### src/rtl/fetch_pkg.sv
// Shared definitions for the instruction fetch unit: next-PC source codes and FSM states.
package fetch_pkg;

    localparam logic [1:0] PC_SRC_SEQ = 2'b00;
    localparam logic [1:0] PC_SRC_BR  = 2'b01;
    localparam logic [1:0] PC_SRC_J   = 2'b10;
    localparam logic [1:0] PC_SRC_JR  = 2'b11;

    typedef enum logic [1:0] {
        IDLE = 2'd0,
        READ = 2'd1,
        DONE = 2'd2
    } fetch_state_e;

endpackage

### src/rtl/inst_fetch_unit_if.sv
// Fetch handshake, PC/IR visibility and instruction ROM bus of the fetch unit.
interface inst_fetch_unit_if #(
    parameter int ADDR_W = 8
) ();

    logic              fetch_req;
    logic              fetch_ready;
    logic              fetch_done;
    logic              pc_update;
    logic [1:0]        pc_src;
    logic [31:0]       jr_target;
    logic [31:0]       pc_out;
    logic [31:0]       pc_plus4;
    logic [31:0]       ir_out;
    logic              addr_err;
    logic [ADDR_W-1:0] rom_addr;
    logic [31:0]       rom_inst;

    modport slave (
        input  fetch_req, pc_update, pc_src, jr_target, rom_inst,
        output fetch_ready, fetch_done, pc_out, pc_plus4, ir_out, addr_err, rom_addr
    );

    modport master (
        output fetch_req, pc_update, pc_src, jr_target, rom_inst,
        input  fetch_ready, fetch_done, pc_out, pc_plus4, ir_out, addr_err, rom_addr
    );

endinterface

### src/rtl/inst_fetch_unit_npc_calc.sv
// Combinational next-PC selection for sequential, branch, jump and jump-register flow.
module npc_calc
    import fetch_pkg::*;
(
    input  logic [31:0] pc,
    input  logic [25:0] ir,        // only the jump/branch immediate fields of IR matter here
    input  logic [1:0]  pc_src,
    input  logic [31:0] jr_target,
    output logic [31:0] npc,
    output logic [31:0] pc_plus4
);

    logic signed [31:0] br_off;

    assign pc_plus4 = pc + 32'd4;
    assign br_off   = {{14{ir[15]}}, ir[15:0], 2'b00};

    always_comb begin
        npc = pc_plus4;
        unique case (pc_src)
            PC_SRC_SEQ: npc = pc_plus4;
            PC_SRC_BR:  npc = pc_plus4 + $unsigned(br_off);
            PC_SRC_J:   npc = {pc_plus4[31:28], ir[25:0], 2'b00};
            PC_SRC_JR:  npc = jr_target;
            default:    npc = pc_plus4;
        endcase
    end

endmodule

### src/rtl/inst_fetch_unit.sv
// Instruction fetch unit: owns PC and IR, drives the synchronous instruction ROM
// and retires one fetch every two cycles at most.
module inst_fetch_unit
    import fetch_pkg::*;
#(
    parameter int          ADDR_W    = 8,
    parameter int          ROM_DEPTH = 50,
    parameter logic [31:0] RESET_PC  = 32'h0000_0000
) (
    input  logic            clk,
    input  logic            reset,
    inst_fetch_unit_if.slave fbus
);

    fetch_state_e state, next_state;
    logic [31:0]  pc;
    logic [31:0]  ir;
    logic [31:0]  npc;
    logic [31:0]  pc_plus4;
    logic         accept;

    npc_calc u_npc_calc (
        .pc        (pc),
        .ir        (ir[25:0]),
        .pc_src    (fbus.pc_src),
        .jr_target (fbus.jr_target),
        .npc       (npc),
        .pc_plus4  (pc_plus4)
    );

    assign fbus.fetch_ready = (state != READ);
    assign fbus.fetch_done  = (state == DONE);
    // A same-cycle PC update wins; the request is taken on the new PC next cycle.
    assign accept = fbus.fetch_req & fbus.fetch_ready & ~fbus.pc_update;

    assign fbus.pc_out   = pc;
    assign fbus.pc_plus4 = pc_plus4;
    assign fbus.ir_out   = ir;
    assign fbus.rom_addr = pc[ADDR_W+1:2];
    assign fbus.addr_err = (pc[1:0] != 2'b00) || ({2'b00, pc[31:2]} >= 32'(ROM_DEPTH));

    always_comb begin
        next_state = state;
        unique case (state)
            IDLE:    if (accept) next_state = READ;
            READ:    next_state = DONE;
            DONE:    next_state = accept ? READ : IDLE;
            default: next_state = IDLE;
        endcase
    end

    always_ff @(posedge clk) begin
        if (reset) state <= IDLE;
        else       state <= next_state;
    end

    // READ lasts exactly one cycle, so an update arriving in READ is deferred only
    // to the READ->DONE edge, i.e. the next edge; the ROM already holds the old address.
    always_ff @(posedge clk) begin
        if (reset) begin
            pc <= RESET_PC;
            ir <= '0;
        end else begin
            if (fbus.pc_update) pc <= npc;
            if (state == READ)  ir <= fbus.rom_inst;
        end
    end

endmodule

### src/flat_wrapper.sv
// flat-port wrapper written by rule: the top's interface ports become plain ports
module inst_fetch_unit_flat import fetch_pkg::*;
#(
    parameter int          ADDR_W    = 8,
    parameter int          ROM_DEPTH = 50,
    parameter logic [31:0] RESET_PC  = 32'h0000_0000
)
  (clk, reset, fbus_fetch_req, fbus_pc_update, fbus_pc_src, fbus_jr_target, fbus_rom_inst, fbus_fetch_ready, fbus_fetch_done, fbus_pc_out, fbus_pc_plus4, fbus_ir_out, fbus_addr_err, fbus_rom_addr);
  inst_fetch_unit_if #(.ADDR_W(ADDR_W)) fbus_i ();
  input  logic clk;
  input  logic reset;
  input wire logic [$bits(fbus_i.fetch_req)-1:0] fbus_fetch_req;
  input wire logic [$bits(fbus_i.pc_update)-1:0] fbus_pc_update;
  input wire logic [$bits(fbus_i.pc_src)-1:0] fbus_pc_src;
  input wire logic [$bits(fbus_i.jr_target)-1:0] fbus_jr_target;
  input wire logic [$bits(fbus_i.rom_inst)-1:0] fbus_rom_inst;
  output wire logic [$bits(fbus_i.fetch_ready)-1:0] fbus_fetch_ready;
  output wire logic [$bits(fbus_i.fetch_done)-1:0] fbus_fetch_done;
  output wire logic [$bits(fbus_i.pc_out)-1:0] fbus_pc_out;
  output wire logic [$bits(fbus_i.pc_plus4)-1:0] fbus_pc_plus4;
  output wire logic [$bits(fbus_i.ir_out)-1:0] fbus_ir_out;
  output wire logic [$bits(fbus_i.addr_err)-1:0] fbus_addr_err;
  output wire logic [$bits(fbus_i.rom_addr)-1:0] fbus_rom_addr;
  assign fbus_i.fetch_req = fbus_fetch_req;
  assign fbus_i.pc_update = fbus_pc_update;
  assign fbus_i.pc_src = fbus_pc_src;
  assign fbus_i.jr_target = fbus_jr_target;
  assign fbus_i.rom_inst = fbus_rom_inst;
  assign fbus_fetch_ready = fbus_i.fetch_ready;
  assign fbus_fetch_done = fbus_i.fetch_done;
  assign fbus_pc_out = fbus_i.pc_out;
  assign fbus_pc_plus4 = fbus_i.pc_plus4;
  assign fbus_ir_out = fbus_i.ir_out;
  assign fbus_addr_err = fbus_i.addr_err;
  assign fbus_rom_addr = fbus_i.rom_addr;
  inst_fetch_unit #(.ADDR_W(ADDR_W), .ROM_DEPTH(ROM_DEPTH), .RESET_PC(RESET_PC)) u_core (.clk(clk), .reset(reset), .fbus(fbus_i));
endmodule
### config.mk
export PLATFORM = sky130hd
export DESIGN_NAME = inst_fetch_unit_flat
export DESIGN_NICKNAME = d
export VERILOG_FILES = /design/src/rtl/fetch_pkg.sv /design/src/rtl/inst_fetch_unit_if.sv /design/src/rtl/inst_fetch_unit_npc_calc.sv /design/src/rtl/inst_fetch_unit.sv /design/src/flat_wrapper.sv
export SDC_FILE = /design/constraint.sdc
export NUM_CORES = 1
export LEC_CHECK = 0
export ABC_CLOCK_PERIOD_IN_PS = 4700
export CAP_MARGIN = 0
export CORE_UTILIZATION = 45
export CTS_BUF_LIST = sky130_fd_sc_hd__clkbuf_16
export DETAILED_ROUTE_END_ITERATION = 10
export GPL_TIMING_DRIVEN = 1
export PLACE_DENSITY = 0.74
export SETUP_SLACK_MARGIN = 0.15
export SYNTH_ARGS = -nofsm -noshare
export SYNTH_HDL_FRONTEND = slang
export SYNTH_SLANG_ARGS = --single-unit
### constraint.sdc
create_clock -name clk -period 4.7 [get_ports clk]
set_input_delay 0.47 -clock clk [delete_from_list [all_inputs] [get_ports clk]]
set_output_delay 0.47 -clock clk [all_outputs]
set_load 0.03 [all_outputs]
==> implementation parameters <==
Parameter                              Value

STA
  Sum of negative setup slack ... 0 ns
  Number of hold violations in the final report ... 0
  Maximum achievable frequency ... approximately 230 MHz
  Unrepaired setup endpoints after global routing ... no
  Final worst-path cycle share ... between 90% and 100%
  Slew HR ... approximately 34%
  Crit path time final ... ~4.3 ns
  Least-Margin Pin Slew ... a little under 1 ns
  Final slew viol count ... 0
  Fin worst setup slack ... 0.424 ns
  Setup-violating endpoint count in the final report ... 0
  Clock tree skew after final layout ... roughly 0.0045 ns

Worst setup path
  Startpoint type of the worst setup path ... flop
  Crit path arrival time ... around 4.5 ns
  Library cell contributing the largest single delay on the critical path ... mux4_2
  Endpoint required time on the critical path ... between 4 and 5 ns
  Largest fanout on the critical path ... 8
  Largest delay contributor family on the critical path ... simple AND/OR/NAND/NOR gates
  Sequence of cells on the critical path ... ha_1, nand4_1, nor3_2, and3_1, xor2_1, ha_1, and3_1, and4_1, a22oi_1, nand2_1, o31a_1, xor2_1, mux4_2, a22o_1
  Buf+Inv Stages, Crit Path ... 0
  Delay contributed by the slowest stage of the critical path ... between 0.4 and 0.5 ns
  Type of the worst setup path ... flop to flop
  Crit path capture type ... flop

Routing
  Routed via count divided by cell count ... around 6.0
  Vias post-DR ... approximately 6400
  DR WL/cell ... 20.2 um
  DRC violations left ... 0
  Final wirelength ... 21600 um
  Antenna-violating nets left ... 0
  Number of DRC markers after the initial detailed-route iteration ... 491
  First drt pass iteration count ... 4

Clocking
  Number of hold buffers added after cts ... 0
  Clk_lat worst skew ... around 0.34 ns
  Number of H-tree levels ... 3
  Maximum number of buffers from clock root to sink ... 2
  CTS Root Buffer Type ... clkbuf_16
  CTS clock-pin slew for the worst setup and hold paths ... 0.06 ns
  CTS Buf Count ... 9
  Total number of clock tree sinks ... 66
  Clock tree from TritonCTS ... yes

Pwr
  Combinational share of power ... a little under a third
  Switching power total ... approximately 680 uW
  Lkg Pwr ... roughly 3.0 nW
  Share of power burned in the clock network ... about a third
  Pwr dens ... ~240 mW/mm^2
  Sequential power share ... between 30% and 40%
  Worst IR drop on VDD ... ~0.26 mV
  Proportion of total power due to net switching ... 35.9%
  Internal power consumption ... 1.21 mW

Logic synthesis
  EDFF count, synth ... 0
  #FFs+latches synth ... 66
  Cell taking the most area after synthesis ... dfxtp_1
  Largest cells by area after synthesis ... dfxtp_1, ha_1, nand2_1
  YS warnings ... 0
  Cell Area, Synth ... between 0.005 and 0.006 mm^2
  Mean Syn Cell Area ... between 7 and 8 um^2
  Nets in the synthesized netlist ... 866
  Number of instances in the synthesized netlist ... around 760
  Most used flip-flop cell after synthesis ... dfxtp_1
  Fraction of post-synthesis cell area in the top cell type by area ... 23.1%
  Yosys cell types ... between 70 and 80
  Share of synthesized area occupied by flip-flops and latches ... a little under a quarter
  Async set-reset flop share out of synthesis ... 0%

GRT
  Total global routing overflow ... 0
  Number of antenna violations at the first check in global routing ... 0
  Vias in the first global route ... ~6200
  Global-route total usage across every layer ... ~33%
  Maximum number of pins on one net before global-route repair ... 48
  Wire length of the first global-routing pass ... 33300 um

Outcome
  Run status ... completed

Flow run
  Number of violations of the max-capacitance limit ... 0

Die
  Die span in x ... roughly 110 um
  Die Outline Area ... 0.0132 mm^2
  Starting density of the core ... between 40% and 50%
  Top Ports ... approximately 180
  Vertical extent of the die ... about 110 um
  Core outline area ... roughly 0.012 mm^2
  Standard-cell row count ... 40

Worst hold path
  Hold Crit Class ... flop to flop

Layout
  Area overhead of the layout relative to synthesis ... 35.6%
  Antenna cell count ... 0
  Fin nets ... between 1000 and 1500
  Fraction of layout instances using a drive strength above 1 ... under 10%

Place
  Total of buffers placed on input and output ports ... around 180
  Placement Setup Slack ... between 0.3 and 0.4 ns
  HPWL reported at the end of detailed placement ... approximately 17000 um
  Gpl congestion ... around 1.0
## what timing repair did
item                       CTS  global route
gates resized for setup      0             3
setup endpoints to repair    0             5
buffers inserted             0             0
## routing by layer
metal | up-vias | GRT usage [%] | wire length, um
li1 | 3030 | - | -
met1 | 2988 | 40.9 | 8930
met2 | 343 | 55.2 | 9980
met3 | 63 | 6.88 | 1680
met4 | 0 | 17.7 | 978
met5 | - | 0 | 0
## cells in the mapped netlist (6+ instances only)
cell type    n
buf_4       12
or2_2        6
nor2_1      51
a21o_1      12
dfxtp_1     66
nor4_1       8
nor2b_1     10
o21a_1       6
mux4_2      10
nor3_1      16
inv_1       21
o21bai_1     6
o21ai_0     31
o211ai_1     7
mux2i_1     12
ha_1        36
and3_1      12
a211oi_1     8
buf_1        6
xnor2_1     26
a21oi_1     89
nand2_1    119
clkbuf_1    33
xor2_1      16
nand3_1     24
a31oi_1      6
nand4_1     24
## tightest hold or removal path: stages, from the launching register on
cell	delay, ns
dfxtp_1	0.31
nand2_1	0.05
a21oi_1	0.05
## sequential cells by signal, summed over array words and instances (netlist names)
name and cells:
u_core.fbus.ir_out 32, u_core.state 2, u_core.fbus.pc_out 32
## per-stage QoR
stage                     total power, mW  std cells  utilization, %  instance area [um^2]  hold slack (ns)
after floorplan                      1.01        759               -                  5710            0.417
after global placement               1.25       1054            61.0                  7450            0.431
after detailed placement             1.25       1054            61.0                  7450            0.449
after CTS                            1.89       1070            63.3                  7730            0.458
after global routing                 1.97       1070            63.5                  7750            0.473
final                                1.89       1070            63.5                  7750            0.455
## area by class of cell
class                      instances  area (um^2)
sequential                        66         1320
fill                            1155         4460
tap                              168          210
clock inverter                     7         53.8
multi-input combinational        608         4000
timing repair buffer             189         1850
inverter                          23         86.3
clock buffer                       9          225
## power by group through the flow
stage | logic [mW] | clock network, mW | registers (mW)
final | 0.599 | 0.639 | 0.648
after global routing | 0.639 | 0.675 | 0.652
after CTS | 0.598 | 0.650 | 0.646
after detailed placement | 0.594 | 0 | 0.658
after global placement | 0.590 | 0 | 0.657
after floorplan | 0.320 | 0 | 0.689
## cells in the final DEF (no fill, tap or decap), types with 4 or more instances in the layout
| master | n |
|---|---|
| inv_1 | 21 |
| nand4_1 | 24 |
| nor2b_1 | 9 |
| clkdlybuf4s50_1 | 175 |
| o21bai_1 | 6 |
| xor2_1 | 16 |
| mux2_2 | 4 |
| a21oi_1 | 89 |
| o221ai_1 | 5 |
| mux2i_1 | 12 |
| nor2_1 | 51 |
| mux4_2 | 10 |
| nor4_1 | 8 |
| nand3_1 | 24 |
| nand2_1 | 119 |
| nor3_1 | 13 |
| o21a_1 | 6 |
| and2_1 | 4 |
| a21o_1 | 12 |
| and3_1 | 12 |
| a31oi_1 | 6 |
| dfxtp_1 | 66 |
| xnor2_1 | 26 |
| a211oi_1 | 8 |
| clkbuf_16 | 9 |
| buf_4 | 13 |
| and4_1 | 5 |
| o211ai_1 | 7 |
| o21ai_0 | 31 |
| ha_1 | 36 |
| or2_2 | 6 |
## cells by family after synthesis
logic type | synth area share (%)
and+or+nand+nor | 24.7
adders and majority gates | 8.23
AOI/OAI and AO/OA | 23.1
xor gates and xnor gates | 6.72
muxes | 6.83
DFF | 23.1
buffers and inverters | 7.21
## worst paths after layout
| path | to | startpoint | slack (ns) | cells after the start |
|---|---|---|---|---|
| worst max-delay path | u_core.fbus.pc_out[21] | u_core.fbus.pc_out[3] | 0.42 | 14 |
| worst min-delay path | u_core.fbus.ir_out[27] | u_core.fbus.ir_out[27] | 0.45 | 2 |
| worst max register to register | u_core.fbus.pc_out[21] | u_core.fbus.pc_out[3] | 0.42 | 14 |
| worst min register to register | u_core.fbus.ir_out[27] | u_core.fbus.ir_out[27] | 0.45 | 2 |
(Power assumes the default switching activity.)
